`src/rtl/mfc_frame_reader.sv`:
```
// mfc_frame_reader: walks the speech-sample BRAM as overlapping frames
// (FRAME_LEN samples, stride HOP) and streams each sample over valid/ready.
// Optional pre-emphasis y = x - alpha*prev is enabled by defining FRAME_PREEMPH_EN.
module mfc_frame_reader #(
    parameter int DWIDTH    = 30,
    parameter int AWIDTH    = 9,
    parameter int WORDS     = 400,
    parameter int FRAME_LEN = 160,
    parameter int HOP       = 80,
    parameter int ALPHA_Q15 = 31785
) (
    input  logic              clk,
    input  logic              rst_n,
    input  logic              start,
    output logic              busy,
    output logic              done,
    output logic [AWIDTH-1:0] bram_addr,
    input  logic [DWIDTH-1:0] bram_rdata,
    output logic [DWIDTH-1:0] out_data,
    output logic              out_valid,
    input  logic              out_ready,
    output logic              out_last,
    output logic [7:0]        frame_idx
);

    localparam int                HOP_SAFE = (HOP > 0) ? HOP : 1;
    localparam int                NFRAMES  = (WORDS - FRAME_LEN) / HOP_SAFE + 1;
    localparam logic [AWIDTH-1:0] LAST_N   = AWIDTH'(FRAME_LEN - 1);
    localparam logic [7:0]        LAST_F   = 8'(NFRAMES - 1);
    localparam logic [AWIDTH-1:0] HOP_A    = AWIDTH'(HOP_SAFE);

    if (FRAME_LEN > WORDS || FRAME_LEN <= 0 || HOP <= 0 || WORDS > (1 << AWIDTH) ||
        ALPHA_Q15 < 0 || ALPHA_Q15 > 65535) begin : g_bad_cfg
        $error("mfc_frame_reader: invalid frame geometry or coefficient");
    end

    // PRIME presents base-1; PADDR presents base while the primed word arrives.
    typedef enum logic [2:0] {
        S_IDLE, S_PRIME, S_PADDR, S_ADDR, S_CAPT, S_OUT, S_NEXT, S_DONE
    } state_t;

    state_t            state_q, state_d;
    logic [AWIDTH-1:0] base_q, base_d;
    logic [AWIDTH-1:0] n_q, n_d;
    logic [AWIDTH-1:0] addr_q, addr_d;
    logic [7:0]        fidx_q, fidx_d;
    logic [DWIDTH-1:0] data_q, data_d;
`ifdef FRAME_PREEMPH_EN
    logic [DWIDTH-1:0] prev_q, prev_d;
    logic [DWIDTH-1:0] raw_q, raw_d;

    function automatic logic [DWIDTH-1:0] preemph(input logic [DWIDTH-1:0] x,
                                                   input logic [DWIDTH-1:0] p);
        logic signed [2*DWIDTH:0] prod;
        logic signed [DWIDTH:0]   diff;
        prod = $signed((2*DWIDTH+1)'(ALPHA_Q15)) *
               $signed({{(DWIDTH+1){p[DWIDTH-1]}}, p});
        prod = prod >>> 15;
        diff = $signed({x[DWIDTH-1], x}) - $signed(prod[DWIDTH:0]);
        if (diff[DWIDTH] != diff[DWIDTH-1])
            return diff[DWIDTH] ? {1'b1, {(DWIDTH-1){1'b0}}} : {1'b0, {(DWIDTH-1){1'b1}}};
        return diff[DWIDTH-1:0];
    endfunction
`endif

    // State and datapath registers
    always_ff @(posedge clk or negedge rst_n) begin
        if (!rst_n) begin
            state_q <= S_IDLE;
            base_q  <= '0;
            n_q     <= '0;
            addr_q  <= '0;
            fidx_q  <= '0;
            data_q  <= '0;
`ifdef FRAME_PREEMPH_EN
            prev_q  <= '0;
            raw_q   <= '0;
`endif
        end else begin
            state_q <= state_d;
            base_q  <= base_d;
            n_q     <= n_d;
            addr_q  <= addr_d;
            fidx_q  <= fidx_d;
            data_q  <= data_d;
`ifdef FRAME_PREEMPH_EN
            prev_q  <= prev_d;
            raw_q   <= raw_d;
`endif
        end
    end

    // Next-state, address sequencing and sample capture
    always_comb begin
        state_d = state_q;
        base_d  = base_q;
        n_d     = n_q;
        addr_d  = addr_q;
        fidx_d  = fidx_q;
        data_d  = data_q;
`ifdef FRAME_PREEMPH_EN
        prev_d  = prev_q;
        raw_d   = raw_q;
`endif
        case (state_q)
            S_IDLE: begin
                if (start) begin
                    base_d  = '0;
                    n_d     = '0;
                    fidx_d  = '0;
                    addr_d  = '0;
`ifdef FRAME_PREEMPH_EN
                    prev_d  = '0;
`endif
                    state_d = S_ADDR;
                end
            end
            S_PRIME: begin
                addr_d  = base_q;
                state_d = S_PADDR;
            end
            S_PADDR: begin
`ifdef FRAME_PREEMPH_EN
                prev_d  = bram_rdata;
`endif
                state_d = S_CAPT;
            end
            S_ADDR: state_d = S_CAPT;
            S_CAPT: begin
`ifdef FRAME_PREEMPH_EN
                raw_d  = bram_rdata;
                data_d = preemph(bram_rdata, prev_q);
`else
                data_d = bram_rdata;
`endif
                state_d = S_OUT;
            end
            S_OUT: begin
                if (out_ready) begin
`ifdef FRAME_PREEMPH_EN
                    prev_d = raw_q;
`endif
                    if (n_q == LAST_N) begin
                        state_d = S_NEXT;
                    end else begin
                        n_d     = n_q + 1'b1;
                        addr_d  = base_q + n_q + 1'b1;
                        state_d = S_ADDR;
                    end
                end
            end
            S_NEXT: begin
                fidx_d = fidx_q + 1'b1;
                n_d    = '0;
                if (fidx_q == LAST_F) begin
                    state_d = S_DONE;
                end else begin
                    base_d = base_q + HOP_A;
`ifdef FRAME_PREEMPH_EN
                    addr_d  = base_q + HOP_A - 1'b1;
                    state_d = S_PRIME;
`else
                    addr_d  = base_q + HOP_A;
                    state_d = S_ADDR;
`endif
                end
            end
            S_DONE:  state_d = S_IDLE;
            default: state_d = S_IDLE;
        endcase
    end

    assign busy      = (state_q != S_IDLE) && (state_q != S_DONE);
    assign done      = (state_q == S_DONE);
    assign out_valid = (state_q == S_OUT);
    assign out_last  = out_valid && (n_q == LAST_N);
    assign out_data  = data_q;
    assign bram_addr = addr_q;
    assign frame_idx = fidx_q;

endmodule

```
`config.mk`:
```
export PLATFORM = sky130hd
export DESIGN_NAME = mfc_frame_reader
export DESIGN_NICKNAME = d
export VERILOG_FILES = /design/src/rtl/mfc_frame_reader.sv
export SDC_FILE = /design/constraint.sdc
export NUM_CORES = 1
export LEC_CHECK = 0
export CAP_MARGIN = 20
export CORE_MARGIN = 2
export CORE_UTILIZATION = 49
export CTS_BUF_LIST = sky130_fd_sc_hd__clkbuf_16
export CTS_CLUSTER_DIAMETER = 30
export CTS_CLUSTER_SIZE = 10
export DETAILED_ROUTE_END_ITERATION = 12
export PLACE_DENSITY = 0.81
export SYNTH_ARGS = -nofsm -noshare
export SYNTH_HDL_FRONTEND = slang
export SYNTH_SLANG_ARGS = --single-unit
```
`constraint.sdc`:
```
create_clock -name clk -period 2.6 [get_ports clk]
set_input_delay 0.52 -clock clk [delete_from_list [all_inputs] [get_ports clk]]
set_output_delay 0.52 -clock clk [all_outputs]
set_load 0.005 [all_outputs]
```
[Word-level counts from Yosys, hierarchy flattened]
Cells that the tools add are included.
Storage, ports and cells
  register bits after elaboration: 68
  input bits: 34
  bits in read-only memories: 0
  output and inout port bits: 51
  bits in latches: 0
  memories: 0
  memory bits (writable): 0
Cells by class
  shift operators: 0
  equal/unequal tests: 14
  order comparisons: 0
  multipliers: 0
  mux-type cells: 16
  bitwise logic cells: 0
  divide/modulo/power cells: 0
  add/subtract/negate cells: 5
  reductions and logical operators: 13
Operators by type and width (number)
  $mux W9: 6
  $pmux W9 S4: 1
  $pmux W9 S3: 1
  $pmux W3 S7: 1
  $add A9 B1 Y9 const B: 2
  $pmux W9 S2: 1
  $pmux W8 S2: 1
  $eq A3 B3 Y1 const B: 4
  $mux W3: 4
  $add A9 B7 Y9 const B: 1
  $add A9 B9 Y9: 1
  $eq A9 B8 Y1 const B: 1
  $add A8 B1 Y8 const B: 1
  $eq A8 B2 Y1 const B: 1
  $mux W8: 1
  $eq A3 B2 Y1 const B: 2
  $ne A2 B2 Y1 const B: 3
  $reduce_bool A3 Y1: 2
  $reduce_and A5 Y1: 1
  $reduce_and A2 Y1: 2
  $reduce_and A4 Y1: 1
  $reduce_bool A4 Y1: 1
  $eq A3 B1 Y1 const B: 1
  $logic_not A3 Y1: 1
  other kinds (6): 7

[Logic depth before layout (Yosys ltp)]
Gate-level depths: netlist (run 1).
  depth in word-level cells: 5
  depth in mapped cells: 7
  mapped depth without buffers: 6

[Worst setup path before layout (run 1)]
OpenSTA, ideal clock, no wires.
  path kind: reg-to-reg
  from: reg base_q[4]
  to: reg addr_q[7] (netlist: bram_addr[7])
  period minus slack after synthesis: 1.956 ns
  arrival: 1.835 ns
  slack: 0.644 ns
  stages on the path, launching flop included: 7
  cells stage by stage: dfrtp_1 ha_1 and3_1 a2111oi_0 xor2_1 o21ai_0 a22o_1
Between the ends
  word-level cells in the longest chain between the ends: 5
Ends and longest elaborated chain
  start: declaration: RTL line 43  | logic [AWIDTH-1:0] base_q, base_d;
  start signal: assignment: RTL line 81  | base_q <= base_d;
  $add A9 B9 Y9: RTL line 147  | addr_d = base_q + n_q + 1'b1;
  $add A9 B1 Y9: RTL line 147
  $mux W9: RTL line 143  | if (n_q == LAST_N) begin
  $mux W9: RTL line 139  | if (out_ready) begin
  $pmux W9 S4 (*): RTL line 105  | case (state_q)
  end signal: assignment: RTL line 83  | addr_q <= addr_d;
  end: declaration: RTL line 45  | logic [AWIDTH-1:0] addr_q, addr_d;
Every way passes the cells marked *; elsewhere a longest branch is shown, timed or not. The select of a mux whose other input is x is not followed.
A chain may end at the register's enable or synchronous reset.

[Final worst setup path (run 1)]
  from: reg n_q[1]
  to: out out_last
Between the ends
  word-level cells in the longest chain between the ends: 2
Ends and longest elaborated chain
  start: declaration: RTL line 44  | logic [AWIDTH-1:0] n_q, n_d;
  start signal: assignment: RTL line 82  | n_q <= n_d;
  $eq A9 B8 Y1: RTL line 176  | assign out_last = out_valid && (n_q == LAST_N);
  $logic_and A1 B1 Y1: RTL line 176
  end: declaration: RTL line 22  | output logic out_last,
Every way passes these cells.

==> results of run 1 <==
==> cell type report <==
type                       instances  area share
clock inverter                     7     0.01240
multi-input combinational        204      0.3434
inverter                           4    0.003383
clock buffer                       9     0.05075
sequential                        64      0.3614
timing repair buffer              95      0.2069
tap                               77     0.02171
==> layer usage <==
metal / GRT usage / up-vias
met2: 0.3894 / 111
met5: 0 / -
met3: 0.06096 / 10
met1: 0.3042 / 1297
li1: - / 1256
met4: 0.08081 / 0
==> Yosys cell counts (2+ instances only) <==
library cell and number:
xor2_1 4, nand2_1 20, o21ai_0 25, and3_1 5, a22oi_1 2, buf_2 8
nand3_1 10, dfrtp_1 64, a31oi_1 5, ha_1 8, o21a_1 2, nor3b_1 2
xnor2_1 6, mux2_2 31, inv_1 3, nor2_1 8, nand4_1 5, o211ai_1 3
o31ai_1 5, and2_1 3, nand3b_1 2, a21o_1 3, or4_1 2, nor3_1 4
or2_2 2, and4_1 3, a22o_1 12, clkbuf_1 5, mux2i_1 4, a21oi_1 8
==> worst max-delay path: stages (launching register included) <==
cell	delay (ps)
dfrtp_1	430
ha_1	260
and4_1	270
nand3_2	130
inv_1	70
clkdlybuf4s50_1	490
==> sequential cells by signal, indices dropped and copies added, names as in the netlist <==
name	flops
out_data	30
bram_addr	9
n_q	9
frame_idx	8
base_q	5
state_q	3
==> how the worst max path moves through the flow <==
stage	startpoint	end	depth (start not counted)
after floorplan	base_q[4]$_DFFE_PN0P_	bram_addr[7]$_DFFE_PN0P_	6
after global placement	start	base_q[7]$_DFFE_PN0P_	5
final	n_q[1]$_DFFE_PN0P_	out_last	5
after CTS	n_q[5]$_DFFE_PN0P_	out_last	4
after global routing	n_q[1]$_DFFE_PN0P_	out_last	5
after detailed placement	start	n_q[3]$_DFFE_PN0P_	6
==> logic make-up after synthesis <==
| logic type | after synthesis | share of synthesized area |
|---|---|---|
| adders and majority gates | 8 | 0.03131 |
| muxes | 35 | 0.1217 |
| and+or+nand+nor | 76 | 0.1339 |
| buffers and inverters | 18 | 0.02661 |
| AOI/OAI and AO/OA | 75 | 0.1581 |
| xor gates and xnor gates | 10 | 0.02740 |
| DFF | 64 | 0.5010 |
==> power groups by stage <==
stage | clock network [mW] | logic [mW] | registers (mW)
floorplan | 0 | 0.994 | 1.58
CTS | 1.14 | 1.92 | 1.60
global route | 1.20 | 2.07 | 1.66
global placement | 0 | 1.86 | 1.59
detailed placement | 0 | 1.91 | 1.62
finish | 1.12 | 1.91 | 1.61
==> stage by stage <==
step                      total power [mW]  instance area (um2)    util  cells  setup WS (ps)
after floorplan                      2.571                 3197       -    286          643.7
after global placement               3.448                 4146  0.6568    444          301.2
after detailed placement             3.526                 4146  0.6568    444          257.2
after CTS                            4.669                 4427  0.7011    460          52.86
after global routing                 4.927                 4438  0.7029    460          1.729
final                                4.637                 4438  0.7029    460          107.2
==> impl_metrics.csv, run 1 <==
group,metric,value,unit
setup_path,end_kind,"primary output",
clock_network,cts_max_level,3,
placed_design,dp.final_hpwl,5696,um
grt,grt_pass1_vias,2725,
logic_synthesis,yosysWarnings,0,
floorplan,num_rows,29,
placed_design,portBuffers,84,
power,peakVddDrop,0.0007121,V
clock_network,cts_post_setup_buffers_inserted,0,
floorplan,initial_core_util,0.5063,
finish,mostFrequentLayoutCell,"clkdlybuf4s50_1",
timing,max_slew_margin,0.6237,
worst_hold_path,hold_path.class,"in2async",
logic_synthesis,synth_area_per_cell,11.18,um2
grt,antenna_found_initial,0,
routing,first_pass_iters,4,
power,leakagePower,1.908,nW
routing,final_antenna_net_count,0,
grt,grt_max_degree,31,
power,pwr-share-clk,0.241,
logic_synthesis,ys_types,52,
timing,worst_pin_slew,550.2,ps
logic_synthesis,yosysSeqAreaShare,0.5010,
setup_path,crit-reg2reg-capture,"bram_addr[7]$_DFFE_PN0P_",
outcome,status,"complete, no violations",
timing,fin_crit_sh,0.9588,
routing,wl_per_cell,17.37,um
logic_synthesis,synth_top_area_share,0.5010,
finish,ff_latch_area,1604,um2
run,drv_cap,0,
clock_network,cts_inserted_buffers,9,
timing,skew,3.959,ps
routing,drc,0,
floorplan,die_y,84.77,um
setup_path,worstPathRequired,2080,ps
power,combPwrFrac,0.412,
power,swShare,0.3169,
timing,finalSetupViolCount,0,
finish,diodes,0,
routing,wl_met3,510,um
logic_synthesis,synth_edf_count,0,
timing,slew_violations,0,
clock_network,cts_root_buf,"clkbuf_16",
clock_network,cts_tree,"built",
setup_path,rr_startpoint,"n_q[5]$_DFFE_PN0P_",
logic_synthesis,yosys.area.top_type,"dfrtp_1",
grt,grt_remaining_overflow,0,
finish,layout-drive-gt1-share,0.1775,
clock_network,ctsResizeCount,0,
clock_network,hold_buffers,0,
routing,top_layer,"met4",
placed_design,routabilityCongestion,0.8287,
setup_path,crit_arrival,1970,ps
finish,multi_input_area,1524,um2
power,p_sw,1.470,mW
clock_network,clk_latency,320,ps
finish,final_cell_mix,"clkdlybuf4s50_1, dfrtp_1, mux2_2",
routing,finalWirelength,7992,um
routing,wl_met2,3897,um
timing,setup_tns,0,ps
finish,nets,420,
setup_path,worstSetupStartpointType,"flop",
power,power.share.sequential,0.347,
logic_synthesis,async_reset_ff_frac,1.000,
setup_path,critPathMaxFanout,5,
floorplan,die_w,84.77,um
floorplan,ios,85,
setup_path,criticalPathCategory,"reg2out",
floorplan,dieArea,7186,um2
logic_synthesis,yosys-top-cells-area,"dfrtp_1, mux2_2, o21ai_0, a22o_1, ha_1",
timing,fmax,0.4011,GHz
timing,hold_slack,103.4,ps
routing,wl_met1,3477,um
logic_synthesis,synth_cells,286,
logic_synthesis,synthesis.nets,328,
grt,grtUsageTotal,0.2363,
logic_synthesis,ys_ff_latch,64,
grt,grt_pass1_wl,13280,um
timing,rsz0062_at_grt,"no",
finish,fillers,466,
power,p_int,3.167,mW
timing,hold_viol_final,0,
timing,period_needed,2493,ps
setup_path,reg2reg_depth,6,
routing,dr_total_vias,2674,
power,power_density,1045,nW/um2
logic_synthesis,syn-cell-area,3197,um2
finish,area_growth,38.83,%
routing,drt_iter0_drc,147,
clock_network,clk_pin_slew,50,ps
floorplan,core_area,6314,um2
setup_path,reg2reg_setup_slack,400,ps
clock_network,cts.sinks,64,
clock_network,cts_buffer_depth,2,
routing,vias_per_cell,5.813,
logic_synthesis,synth_top_flop_cell,"dfrtp_1",
No activity file was read; power rests on OpenSTA's default activity.
==> run 2, diff against run 1 <==
- GPL_TIMING_DRIVEN: not set -> 0
==> run 2 against run 1 <==
Non-clock buffer count grew 4. Global-route usage decreased by 1.8 points. Clock-buffer cell count is the same. First-iteration DRC count down 29%. Clock power is essentially flat. Highest routed layer unchanged. Cell count up 0.43%. Power about the same.
==> impl_metrics.csv, run 2 (synthesis gave the netlist of run 1 again) <==
group,metric,value,unit
timing,skew,4.306,ps
setup_path,rr_startpoint,"frame_idx[0]$_DFFE_PN0P_",
floorplan,num_rows,29,
setup_path,crit_buf_inv,2,
grt,antenna_found_initial,0,
finish,mostFrequentLayoutCell,"clkdlybuf4s50_1",
finish,nets,424,
setup_path,worstSetupStartpointType,"flop",
timing,period_needed,2512,ps
finish,largest_register_ffs,30,
setup_path,criticalPathCategory,"reg2out",
grt,grt_pass1_wl,12320,um
power,power,4.634,mW
floorplan,initial_core_util,0.5063,
timing,max_slew_margin,0.4668,
finish,diodes,0,
floorplan,core_area,6314,um2
routing,wl_per_cell,16.56,um
setup_path,reg2reg_setup_slack,310,ps
finish,utilization,0.7000,
routing,dr_total_vias,2646,
timing,setup_tns,0,ps
floorplan,dieArea,7186,um2
timing,fmax,0.3981,GHz
setup_path,cp_slowest_cell,"clkdlybuf4s50_1",
timing,slew_violations,0,
timing,worst_pin_slew,791.4,ps
floorplan,die_y,84.77,um
clock_network,hold_buffers,0,
setup_path,crit-reg2reg-capture,"n_q[8]$_DFFE_PN0P_",
clock_network,clk_latency,320,ps
placed_design,routabilityCongestion,0.8674,
finish,fillers,459,
placed_design,place_inst,447,
run,drv_cap,0,
power,power_density,1048,nW/um2
setup_path,cp_top_family,"buffers and inverters",
setup_path,reg2reg_depth,7,
timing,finalSetupViolCount,0,
clock_network,cts_max_level,3,
setup_path,startpoint,"n_q[1]$_DFFE_PN0P_",
routing,final_antenna_net_count,0,
clock_network,cts_buffer_depth,2,
setup_path,worstPathRequired,2080,ps
grt,grt_pass1_vias,2595,
outcome,status,"complete, no violations",
grt,grtUsageTotal,0.2185,
floorplan,die_w,84.77,um
setup_path,end_kind,"primary output",
placed_design,portBuffers,84,
grt,grt_remaining_overflow,0,
clock_network,cts.sinks,64,
routing,finalWirelength,7652,um
routing,drt_iter0_drc,104,
clock_network,clk_pin_slew,50,ps
finish,final_cell_mix,"clkdlybuf4s50_1, dfrtp_1, mux2_2",
finish,area_growth,38.24,%
grt,grt_max_degree,65,
setup_path,critPathMaxFanout,5,
setup_path,worstPathCellList,"ha_2 -> and4_2 -> nand3_2 -> inv_1 -> clkdlybuf4s50_1",
finish,layout-drive-gt1-share,0.1740,
clock_network,cts_inserted_buffers,9,
clock_network,cts_tree,"built",
timing,layout_setup_ws,88.25,ps
power,peakVddDrop,0.0006925,V
setup_path,crit_arrival,1990,ps
power,leakagePower,1.894,nW
timing,fin_crit_sh,0.9661,
clock_network,cts_root_buf,"clkbuf_16",
timing,hold_viol_final,0,
routing,vias_per_cell,5.727,
worst_hold_path,hold_path.class,"in2async",
setup_path,max_stage_delay,490,ps
timing,rsz0062_at_grt,"no",
floorplan,ios,85,
routing,first_pass_iters,4,
placed_design,dp.final_hpwl,5424,um
routing,drc,0,
placed_design,preCtsSetupSlack,81.34,ps
finish,layoutNonFillerInstCount,462,
-- run 2: worst max-delay path by stage --
| stage | end | slack, ps | depth (start not counted) |
|---|---|---|---|
| after global placement | bram_addr[1]$_DFFE_PN0P_ | -1050 | 1 |
| after CTS | out_last | 20 | 5 |
| after global routing | out_last | 2 | 5 |
| after floorplan | bram_addr[7]$_DFFE_PN0P_ | 640 | 6 |
| final | out_last | 90 | 5 |
| after detailed placement | base_q[4]$_DFFE_PN0P_ | 80 | 6 |
-- run 2: layer usage --
| metal | track usage | share of wire | up-vias | wire length, um |
|---|---|---|---|---|
| met2 | 0.3436 | 0.46 | 101 | 3543 |
| li1 | - | - | 1266 | - |
| met3 | 0.05900 | 0.065 | 15 | 497 |
| met1 | 0.2921 | 0.45 | 1264 | 3470 |
| met5 | 0 | 0 | - | 0 |
| met4 | 0.08081 | 0.018 | 0 | 141 |
-- run 2: power breakdown --
group	switching [mW]	internal, mW
Clock	0.394	0.721
Sequential	0.239	1.34
Combinational	0.832	1.11
Total	1.46	3.17
-- run 2: worst reg2reg max path: stages (launching register included) --
cell and delay (ps):
dfrtp_1 450, ha_1 310, nor4b_1 360, nand3_1 210, o211ai_1 250, or2_0 160, clkbuf_1 290, o41ai_2 140
-- run 2: metrics by stage --
stage,hold slack (ps),instance area [um2]
after global routing,346.7,4419
after floorplan,224.4,3197
after detailed placement,474.4,4131
after CTS,307.2,4408
final,273.2,4419
after global placement,466.9,4134
-- run 2: repair_timing --
| action | in CTS | in global routing |
|---|---|---|
| setup buffers | 0 | 1 |
| gates resized for setup | 1 | 2 |
| endpoints found under the setup margin | 1 | 1 |
| pin swaps | 0 | 0 |
-- run 2: area by class of cell --
| type | count | area (um2) | area share |
|---|---|---|---|
| well taps | 77 | 96.34 | 0.02180 |
| repair buffers | 85 | 845.8 | 0.1914 |
| clock buffers | 9 | 225.2 | 0.05096 |
| flip-flops and latches | 64 | 1603 | 0.3627 |
| multi-input cells | 204 | 1514 | 0.3426 |
| inverters | 4 | 15.01 | 0.003398 |
| plain buffers | 14 | 70.07 | 0.01586 |
| clock inverters | 5 | 50.05 | 0.01133 |
==> run 3, diff against run 2 <==
- CORE_UTILIZATION: 49 -> 50
- DONT_BUFFER_PORTS: not set -> 1
- GPL_ROUTABILITY_DRIVEN: not set -> 0
- PLACE_DENSITY: 0.81 -> not set
==> run 3 against run 2 <==
Worst hold slack lost 210 ps. Combinational power shrank 37%. Highest routed layer unchanged. Flip-flop and latch count is the same. Clock-buffer cell count is the same. Clock skew grew 1.1 ps. Largest power group is now sequential cells. Utilization shrank 13 points.
==> impl_metrics.csv, run 3 (synthesis gave the netlist of run 1 again) <==
group,metric,value,unit
outcome,status,"complete, no violations",
routing,vias_per_cell,6.003,
floorplan,dieArea,7049,um2
routing,drt_iter0_drc,130,
power,power_density,1092,nW/um2
clock_network,cts.sinks,64,
finish,mostFrequentLayoutCell,"dfrtp_1",
setup_path,cp_top_family,"simple AND/OR/NAND/NOR gates",
clock_network,cts_buffer_depth,2,
timing,hold_viol_final,0,
finish,nets,340,
clock_network,ctsResizeCount,0,
clock_network,cts_max_level,3,
setup_path,end_kind,"flop",
grt,antenna_found_initial,0,
finish,area_growth,12.41,%
power,peakVddDrop,0.0006325,V
setup_path,rr_startpoint,"frame_idx[0]$_DFFE_PN0P_",
power,p_int,2.559,mW
run,drv_cap,0,
timing,slew_violations,0,
routing,final_antenna_net_count,0,
routing,dr_total_vias,2281,
timing,finalSetupViolCount,0,
clock_network,clk_latency,320,ps
setup_path,criticalPathCategory,"reg2reg",
grt,grt_remaining_overflow,0,
power,pwr-share-clk,0.271,
floorplan,core_area,6277,um2
floorplan,die_w,83.96,um
routing,wl_per_cell,16.81,um
power,combPwrFrac,0.312,
setup_path,crit_arrival,2500,ps
setup_path,worstPathRequired,2790,ps
timing,setup_tns,0,ps
power,swShare,0.3480,
finish,final_cell_mix,"dfrtp_1, mux2_2, o21ai_0",
setup_path,startpoint,"frame_idx[0]$_DFFE_PN0P_",
worst_hold_path,hold_path.class,"in2async",
setup_path,max_stage_delay,450,ps
setup_path,worstPathCellList,"ha_1 -> nor4b_1 -> nand3_1 -> o211ai_1 -> or2_0 -> clkbuf_1 -> o41ai_2",
routing,first_pass_iters,5,
timing,skew,5.445,ps
grt,grtUsageTotal,0.1943,
clock_network,clk_pin_slew,50,ps
grt,grt_max_degree,65,
floorplan,ios,85,
floorplan,num_rows,29,
timing,fmax,0.4342,GHz
timing,period_needed,2303,ps
setup_path,crit_buf_inv,1,
setup_path,worstSetupStartpointType,"flop",
setup_path,cp_slowest_cell,"dfrtp_1",
clock_network,cts_root_buf,"clkbuf_16",
finish,diodes,0,
power,power.share.sequential,0.417,
clock_network,hold_buffers,1,
finish,utilization,0.5725,
timing,rsz0062_at_grt,"no",
floorplan,die_y,83.96,um
finish,fillers,548,
clock_network,cts_tree,"built",
clock_network,cts_inserted_buffers,9,
routing,drc,0,
timing,max_slew_margin,0.4333,
routing,finalWirelength,6389,um
placed_design,dp.final_hpwl,4593,um
grt,grt_pass1_wl,11000,um
grt,grt_pass1_vias,2255,
finish,largest_register_ffs,30,
placed_design,portBuffers,0,
floorplan,initial_core_util,0.5093,
clock_network,cts_post_setup_buffers_inserted,0,
timing,worst_pin_slew,841.2,ps
setup_path,critPathMaxFanout,7,
power,p_sw,1.366,mW
timing,fin_crit_sh,0.8858,
finish,layout-drive-gt1-share,0.2178,
power,leakagePower,1.587,nW
[run 3: changes by cell type in the layout (fill, tap and decap cells not counted), sizes merged]
cell           previous run  this run
inv                       4         5
clkinv                    3         5
bufinv                    1         0
clkdlybuf4s50            83         0
buf                      11        10
[run 3: worst paths after layout]
check | slack (ps) | cells after the start | end
worst max-delay path | 300 | 7 | n_q[8]$_DFFE_PN0P_
worst min-delay path | 60 | 1 | out_data[29]$_DFFE_PN0P_
worst max register to register | 300 | 7 | n_q[8]$_DFFE_PN0P_
worst min register to register | 510 | 2 | bram_addr[3]$_DFFE_PN0P_
max in group asynchronous | 2270 | 1 | n_q[5]$_DFFE_PN0P_
min in group clk | 310 | 2 | state_q[0]$_DFFE_PN0P_
[run 3: power by group through the flow]
stage	Sequential [mW]	Combinational (mW)	Clock (mW)
2_1_floorplan	1.58	0.994	0
3_3_place_gp	1.65	1.19	0
3_5_place_dp	1.66	1.22	0
4_1_cts	1.64	1.24	1.10
5_1_grt	1.68	1.39	1.14
6_report	1.64	1.23	1.06
[run 3: per-stage QoR]
| step | power [mW] | hold slack [ps] | setup WS (ps) | cell area, um2 | cells |
|---|---|---|---|---|---|
| after floorplan | 2.571 | 224.4 | 643.7 | 3197 | 286 |
| after global placement | 2.844 | 225.7 | 340.7 | 3293 | 363 |
| after detailed placement | 2.876 | 225.6 | 336.5 | 3293 | 363 |
| after CTS | 3.984 | 73.30 | 313.6 | 3593 | 380 |
| after global routing | 4.209 | 70.93 | 44.24 | 3593 | 380 |
| final | 3.925 | 63.89 | 297.0 | 3593 | 380 |
[run 3: area by class of cell]
cell class | count | area [um2] | share of cell area
tap | 77 | 96.34 | 0.02681
sequential | 64 | 1602 | 0.4457
clock inverter | 7 | 47.55 | 0.01323
buffer | 14 | 70.07 | 0.01950
inverter | 4 | 15.01 | 0.004178
clock buffer | 9 | 225.2 | 0.06267
timing repair buffer | 1 | 27.53 | 0.007660
multi-input combinational | 204 | 1510 | 0.4203
[run 3: routing by layer]
| metal | GRT usage | vias up | share of wire |
|---|---|---|---|
| met5 | 0 | - | 0 |
| li1 | - | 1089 | - |
| met2 | 0.3055 | 82 | 0.47 |
| met3 | 0.04550 | 6 | 0.066 |
| met4 | 0.08211 | 0 | 0.011 |
| met1 | 0.2585 | 1104 | 0.46 |
==> patch: new RTL, config.mk and constraints of run 3 <==
Change the parameter `AWIDTH` from 9 to 11.
--- a/src/rtl/mfc_frame_reader.sv
+++ b/src/rtl/mfc_frame_reader.sv
@@ -4,5 +4,5 @@
 module mfc_frame_reader #(
     parameter int DWIDTH    = 30,
-    parameter int AWIDTH    = 9,
+    parameter int AWIDTH    = 11,
     parameter int WORDS     = 400,
     parameter int FRAME_LEN = 160,
Ports: changed (resized bram_addr); port bits go from 85 to 87. No check against the original RTL was run, so the function may have changed too.
==> patch against run 3 <==
Sequential cell count up 6; wire length up 19%; final area up 12%; setup slack worse by 0.15 ns; area after synthesis up 12%; sequential share of layout area down 1.0 points; via count up 16%; total power up 18%.
==> patch: results (changes against run 3) <==
- Met2 usage: 30.7% (+0.14 points)
- Commonest cells in the netlist: 70 x dfrtp_1, 32 x nand2_1, 31 x nor2_1
- VDD IR max: 0.000492 V (-22%)
- Multi-input gate area: 0.00173 mm^2 (+15%)
- First-pass GRT wire length: 12500 um (+13%)
- Metal2 WL: 3340 um (+12%)
- Reg2Reg Depth: 6 (-1)
- Critical path startpoint: n_q[5]
- HPWL after detailed placement: 5330 um (+16%)
- Total iterations of the first detailed-routing run: 4 (-1)
- Non-clock inverters: 4 (unchanged)
- Met1 wire length: 3610 um (+24%)
- Adder-cell share of the synthesized area: 3.15% (+0.018 points)
- Comb_multi_in: 252 (+24%)
- Reg-to-reg startpoint: frame_idx[0]
- Hold Path Class: primary input to asynchronous set/reset pin
- Vias in the first global route: 2528 (+12%)
- Synth Area in XOR/XNOR: 4.41% (+1.7 points)
- FFs w/ async S/R, synth: 100% (unchanged)
- Share of cells above drive strength 1: 14.2% (-7.6 points)
- Worst-path maximum fanout: 10 (+3)
- Mux share of post-synthesis cell area: 11.1% (-1.0 points)
- Outcome: completed
- Clock Skews: 0.00769 ns (+0.00225 ns)
- Seq_cells: 70 (+9.4%)
- Terminus of the critical flop-to-flop path: bram_addr[7]
- Largest net degree at the start of global routing: 71 (+9.2%)
- P_leak: 1.71 nW (+7.6%)
- Plain + repair buffers: 18 (+3)
- Primary FF master, synth: dfrtp_1
- Initial antenna violation count: 0 (unchanged)
- Bufs on Longest Clock Path: 2 (unchanged)
- Skew-Pair Late Insertion Delay: 0.33 ns
- Global Route Usage Sum: 20.8% (+1.4 points)
- Post-synthesis compound-gate area fraction: 13.7% (-2.1 points)
- NonClk Buf Share: 2.61% (-0.10 points)
- Sequential cell area: 0.00175 mm^2 (+9.4%)
- Max incr delay on CP: 0.61 ns (+0.16 ns)
- Required @ worst endpoint: 2.08 ns (-0.71 ns)
- Reg2reg setup slack: 0.34 ns (+0.04 ns)
- Routed WL: 7590 um (+19%)
- Main area contributors after synthesis: dfrtp_1 49%, mux2_2 5.4%, xnor2_1 4.2%
- Distinct cells, synth: 58 (+12%)
- Slowest-stage cell, CP: or4_4
- Drt first-iter violations: 169 (+30%)
- DR vias: 2637 (+16%)
- GRT met1 Usage: 29.9% (+4.1 points)
- Met3 Usage GRT: 5.78% (+1.2 points)
- Sequential area share after synthesis: 49.0% (-1.1 points)
- ClkCell Share: 7.46% (-0.13 points)
- Length of routed met3 wiring: 548 um (+30%)
- Fin nets: 398 (+17%)
- Filler Cell Count: 593 (+8.2%)
- Worst setup path end: out_last
- Hold-fix buffers, CTS: 1 (unchanged)
- Mapped Nets: 386 (+18%)
- Max-slew headroom: 54.5% (+11 points)
- Placed inst area: 0.00370 mm^2 (+12%)
==> patch: cell types whose count changed after synthesis, moves of 4 or more <==
cell and change:
nor2_1 +23, o21ai_1 +18, o21ai_0 -17, mux2_2 -14, mux2_1 +13, nand2_1 +12, xnor2_1 +11, a22o_1 -10
a21oi_1 +9, dfrtp_1 +6, nor3_1 +5, nor4_1 +4
==> patch: report_power, final <==
| group | internal [W] | total, W | switching (W) |
|---|---|---|---|
| logic | 0.000659 | 0.00156 | 0.000896 |
| clock network | 0.000743 | 0.00121 | 0.000471 |
| registers | 0.00151 | 0.00185 | 0.000345 |
| total | 0.00291 | 0.00462 | 0.00171 |
==> patch: stage by stage <==
stage,worst slack [ns],utilization (%),total power (W),hold slack (ns),cells
floorplan,0.636,-,0.00301,0.224,343
global placement,0.329,53.8,0.00338,0.226,439
detailed placement,0.347,53.8,0.00340,0.226,439
CTS,0.133,58.6,0.00467,0.0773,456
global route,0.0239,58.6,0.00498,0.0867,456
finish,0.150,58.6,0.00462,0.0674,456
